$ cat config.mk
export PLATFORM = sky130hd
export DESIGN_NAME = keypad_scan
export DESIGN_NICKNAME = d
export VERILOG_FILES = /design/src/rtl/keypad_scan.sv
export SDC_FILE = /design/constraint.sdc
export NUM_CORES = 1
export LEC_CHECK = 0
export ABC_AREA = 1
export CAP_MARGIN = 15
export CELL_PAD_IN_SITES_DETAIL_PLACEMENT = 2
export CELL_PAD_IN_SITES_GLOBAL_PLACEMENT = 2
export CORE_MARGIN = 4
export CORE_UTILIZATION = 30
export DETAILED_ROUTE_END_ITERATION = 7
export PLACE_DENSITY = 0.79
export SLEW_MARGIN = 40
export SYNTH_ARGS = -nofsm -noshare
export SYNTH_HDL_FRONTEND = slang
export SYNTH_SLANG_ARGS = --single-unit
$ cat constraint.sdc
create_clock -name clk -period 23 [get_ports clk]
set_input_delay 3.45 -clock clk [delete_from_list [all_inputs] [get_ports clk]]
set_output_delay 3.45 -clock clk [all_outputs]
set_load 0.01 [all_outputs]
$ cat src/rtl/keypad_scan.sv
// rtl/keypad_scan.sv - 4x4 keypad row scanner with frame debounce and hex entry shift register
module keypad_scan #(
    parameter int SCAN_BITS = 9,
    parameter int DEB_CNT   = 4
) (
    input  logic        clk,
    input  logic        rst_n,
    input  logic [3:0]  key_col,
    input  logic        clr,
    output logic [3:0]  key_row,
    output logic [3:0]  key_code,
    output logic        key_valid,
    output logic        key_held,
    output logic [31:0] entry
);

    typedef enum logic [1:0] {IDLE, PRESS_DEB, HELD, RELEASE_DEB} state_t;

    logic [3:0]           col_s1_q, col_s2_q;
    logic [SCAN_BITS-1:0] div_q;
    logic [1:0]           row_q;
    logic [15:0]          snap_q, snap_d;
    state_t               state_q;
    logic [3:0]           cand_q, cnt_q;
    logic [3:0]           key_code_q;
    logic                 key_valid_q, key_held_q;
    logic [31:0]          entry_q;

    logic                 dwell_end, eval;
    logic [4:0]           n_low;
    logic [3:0]           low_idx;
    logic                 none, single;

    assign dwell_end = &div_q;
    assign eval      = dwell_end && (row_q == 2'd3);
    assign key_row   = ~(4'b0001 << row_q);

    // Snapshot including the row being sampled this cycle, so row 3 counts in its own frame.
    always_comb begin
        snap_d = snap_q;
        snap_d[{row_q, 2'b00} +: 4] = col_s2_q;
    end

    always_comb begin
        n_low   = 5'd0;
        low_idx = 4'd0;
        for (int i = 0; i < 16; i++) begin
            if (!snap_d[i]) begin
                n_low   = n_low + 5'd1;
                low_idx = 4'(i);
            end
        end
    end

    assign none   = (n_low == 5'd0);
    assign single = (n_low == 5'd1);

    always_ff @(posedge clk or negedge rst_n) begin
        if (!rst_n) begin
            col_s1_q <= 4'hF;
            col_s2_q <= 4'hF;
            div_q    <= '0;
            row_q    <= 2'd0;
            snap_q   <= 16'hFFFF;
        end else begin
            col_s1_q <= key_col;
            col_s2_q <= col_s1_q;
            div_q    <= div_q + SCAN_BITS'(1);
            if (dwell_end) begin
                row_q  <= row_q + 2'd1;
                snap_q <= snap_d;
            end
        end
    end

    always_ff @(posedge clk or negedge rst_n) begin
        if (!rst_n) begin
            state_q     <= IDLE;
            cand_q      <= 4'd0;
            cnt_q       <= 4'd0;
            key_code_q  <= 4'd0;
            key_valid_q <= 1'b0;
            key_held_q  <= 1'b0;
            entry_q     <= 32'd0;
        end else begin
            key_valid_q <= 1'b0;
            if (eval) begin
                case (state_q)
                    IDLE: begin
                        if (single) begin
                            state_q <= PRESS_DEB;
                            cand_q  <= low_idx;
                            cnt_q   <= 4'd1;
                        end
                    end
                    PRESS_DEB: begin
                        if (!single) begin
                            state_q <= IDLE;
                        end else if (low_idx != cand_q) begin
                            cand_q <= low_idx;
                            cnt_q  <= 4'd1;
                        end else if (cnt_q == 4'(DEB_CNT - 1)) begin
                            state_q     <= HELD;
                            key_held_q  <= 1'b1;
                            key_valid_q <= 1'b1;
                            key_code_q  <= cand_q;
                            entry_q     <= {entry_q[27:0], cand_q};
                        end else begin
                            cnt_q <= cnt_q + 4'd1;
                        end
                    end
                    HELD: begin
                        if (none) begin
                            state_q <= RELEASE_DEB;
                            cnt_q   <= 4'd1;
                        end
                    end
                    RELEASE_DEB: begin
                        if (!none) begin
                            state_q <= HELD;
                        end else if (cnt_q == 4'(DEB_CNT - 1)) begin
                            state_q    <= IDLE;
                            key_held_q <= 1'b0;
                        end else begin
                            cnt_q <= cnt_q + 4'd1;
                        end
                    end
                    default: state_q <= IDLE;
                endcase
            end
            if (clr) begin
                entry_q <= 32'd0;
            end
        end
    end

    assign key_code  = key_code_q;
    assign key_valid = key_valid_q;
    assign key_held  = key_held_q;
    assign entry     = entry_q;

endmodule

==> summary.txt <==
Status
  • Status: finished clean

Routing
  • Routed vias: 5,220
  • Initial drt markers: 167
  • DRC errors left: 0
  • 1st-pass router iterations: 4
  • Final WL: 16,400 µm
  • Antenna-violating nets left: 0
  • Via density: 4.62
  • WL/cell: 14.5 µm

STA
  • Final slew viol count: 0
  • Setup_tns: 0 ns
  • Period utilization: 45.7%
  • Slew @ Worst Pin: 0.734 ns
  • Maximum clock rate: 95.1 MHz
  • Worst slew margin: 51.1%
  • Final setup fails: 0
  • Tmin final: 10.51 ns
  • Fin. Hold Viols: 0
  • RSZ-0062 raised after global routing: false
  • Final WS setup: 12.49 ns
  • Worst Skew: 0.00710 ns

Clock tree
  • H-tree depth: 3
  • CTS root buf: clkbuf_16
  • CTS Sinks: 83
  • CTS tree: done
  • CTS Buf Count: 9
  • Number of gates resized after CTS: 0
  • # hold bufs at CTS: 0
  • Post-CTS setup buffers: 0
  • Worst-skew pair later-pin latency: 0.34 ns
  • Worst-path clk slew: 0.06 ns
  • Deepest clock path buffer count: 2

Setup path
  • CP Class: reg2reg
  • Crit path arrival time: 10.79 ns
  • Worst R2R Path Depth: 61
  • WP data required: 23.28 ns
  • Endpoint type of the worst setup path: flop
  • Reg2Reg Capture Point: entry[30]
  • FF-to-FF setup slack: 12.49 ns
  • CP max-delay cell: dfrtp_1
  • Critical path's most frequent cell: nand2_1
  • Critical Path Fanout Max: 21
  • RR Startpoint: row_q[0]
  • Critical Path Max Stage Delay: 0.48 ns
  • Crit start category: flop

Global route
  • First-pass GRT wire length: 28,800 µm
  • Vias in the first global route: 5,782
  • GR Util All Layers: 16.0%
  • Initial antenna violation count: 0
  • Grt total ovfl: 0
  • Largest net degree at the start of global routing: 79

Floorplan
  • Overall die area: 21,600 µm²
  • IO Pins: 49
  • Starting Density: 30.8%
  • Core area: 18,800 µm²
  • Die W: 147 µm
  • Row count: 50
  • Die height: 147 µm

Synthesis
  • Gate Count Post-Synth: 815
  • #FFs+latches synth: 83
  • Syn_nets: 843
  • Synth Flop Type: dfrtp_1
  • FFs w/ async S/R, synth: 100%
  • Syn Area/Cell: 7.10 µm²
  • Synth cell types: 42
  • Part of the Yosys area used for sequential elements: 36.4%
  • Synthesized area: 5790 µm²
  • Number of flops mapped to enable cells by yosys: 0
  • Synth warn: 0

Placed design
  • RePlAce Congestion: 0.769
  • IO Port Bufs: 48
  • Placed wire-length estimate: 12,800 µm
  • Placed Area: 6520 µm²
  • DP Worst Slack: 12.55 ns

Pwr
  • Max VDD drop: 0.0414 mV
  • Leak Pwr: 3.50 nW
  • Pwr per Cell Area: 89.0 nW/µm²

Final layout
  • Layout area overhead: 18.1%
  • Ant. Diodes: 0
  • Most common cell after layout, fill and taps aside: nand2_1
  • Most frequent cells in the layout: nand2_1 (260), inv_1 (115), nand3_1 (73)
  • Nets@finish: 893
  • Fin area: 6840 µm²
  • Layout cell share with drive strength beyond 1: 17.7%

Run
  • Max-Cap Viols: 0

Hold path
  • Hold Crit Start: col_s1_q[0]
  • Worst Hold End: col_s2_q[0]
  • Hold Path Stages: 0
  • Hold crit path type: reg2reg
synth_stat cells (2+ instances only):
master / n / area share (%)
a21oi_1: 10 / 0.86
nor2_4: 4 / 0.78
o22ai_2: 3 / 0.65
nand2_1: 260 / 17
nor2_2: 3 / 0.32
buf_8: 2 / 0.52
o21ai_0: 39 / 3.4
nand3_2: 20 / 3.5
clkinv_1: 5 / 0.32
buf_4: 3 / 0.39
ha_1: 21 / 4.5
dfrtp_1: 59 / 25
nand3_1: 73 / 6.3
clkbuf_1: 2 / 0.13
nor3_1: 4 / 0.35
xor2_1: 9 / 1.4
nand2_4: 7 / 1.4
o211ai_1: 2 / 0.26
inv_2: 15 / 0.97
nand2_2: 49 / 5.3
dfstp_2: 24 / 11
or2_2: 7 / 0.76
o22ai_1: 4 / 0.43
nor2_1: 52 / 3.4
inv_1: 115 / 7.5
nand4_1: 2 / 0.22
xnor2_1: 3 / 0.45
nand3b_1: 4 / 0.52
where the power goes:
part / internal, W / switching (W) / total (W)
Clock: 0.0000954 / 0.0000610 / 0.000156
Sequential: 0.000147 / 0.000000396 / 0.000148
Combinational: 0.000100 / 0.000204 / 0.000305
Total: 0.000343 / 0.000266 / 0.000609
metrics by stage:
stage	instances	utilization, %	hold slack [ns]	power (W)
after global placement	1114	34.6	0.346	0.000443
after floorplan	815	-	0.345	0.000389
after CTS	1130	36.3	0.361	0.000620
after global routing	1130	36.3	0.362	0.000674
after detailed placement	1114	34.6	0.352	0.000457
final	1130	36.3	0.359	0.000609
state kept, by name, indices dropped and copies added (netlist names), 4 cells and up:
register,cells
cand_q,4
cnt_q,4
col_s1_q,4
col_s2_q,4
div_q,9
entry,32
key_code,4
snap_q,16
routing by layer:
metal / track usage, % / wire length, µm / up-vias
met4: 4.19 / 203 / 0
li1: - / - / 2628
met1: 21.4 / 7990 / 2553
met3: 1.33 / 158 / 13
met5: 0 / 0 / -
met2: 27.8 / 8080 / 26
worst max path at each step:
stage	startpoint	to	slack [ns]	depth (start not counted)
final	row_q[0]	entry[30]	12.49	61
after global routing	row_q[0]	entry[8]	11.52	61
after CTS	row_q[0]	entry[30]	12.37	61
after detailed placement	row_q[0]	entry[28]	12.55	61
after global placement	row_q[0]	entry[5]	12.69	61
after floorplan	row_q[0]	entry[27]	13.65	64
critical path: cells and delay by family, from the launching register on:
family,cells,cell delay (ns)
flops,1,0.48
fa+ha+maj,15,4.29
simple gates,37,4.92
buf+inv,7,0.49
compound gates,2,0.27
final cells by class:
type,instances,area (µm²)
fill,2249,12000
multi-input combinational,586,3090
sequential,83,2110
inverter,136,513
timing repair buffer,49,489
tap,260,325
clock buffer,10,229
clock inverter,6,86.3
cell families (layout without fill, tap and decap cells):
| kind of cell | count (synthesis) | after routing | share of synthesized area [%] |
|---|---|---|---|
| simple gates | 487 | 487 | 39.9 |
| xor+xnor | 12 | 12 | 1.82 |
| compound gates | 66 | 66 | 7.00 |
| fa+ha+maj | 21 | 21 | 4.54 |
| buf+inv | 146 | 201 | 10.4 |
| flops | 83 | 83 | 36.4 |
Note: power is estimated with default switching activity, not from simulation.
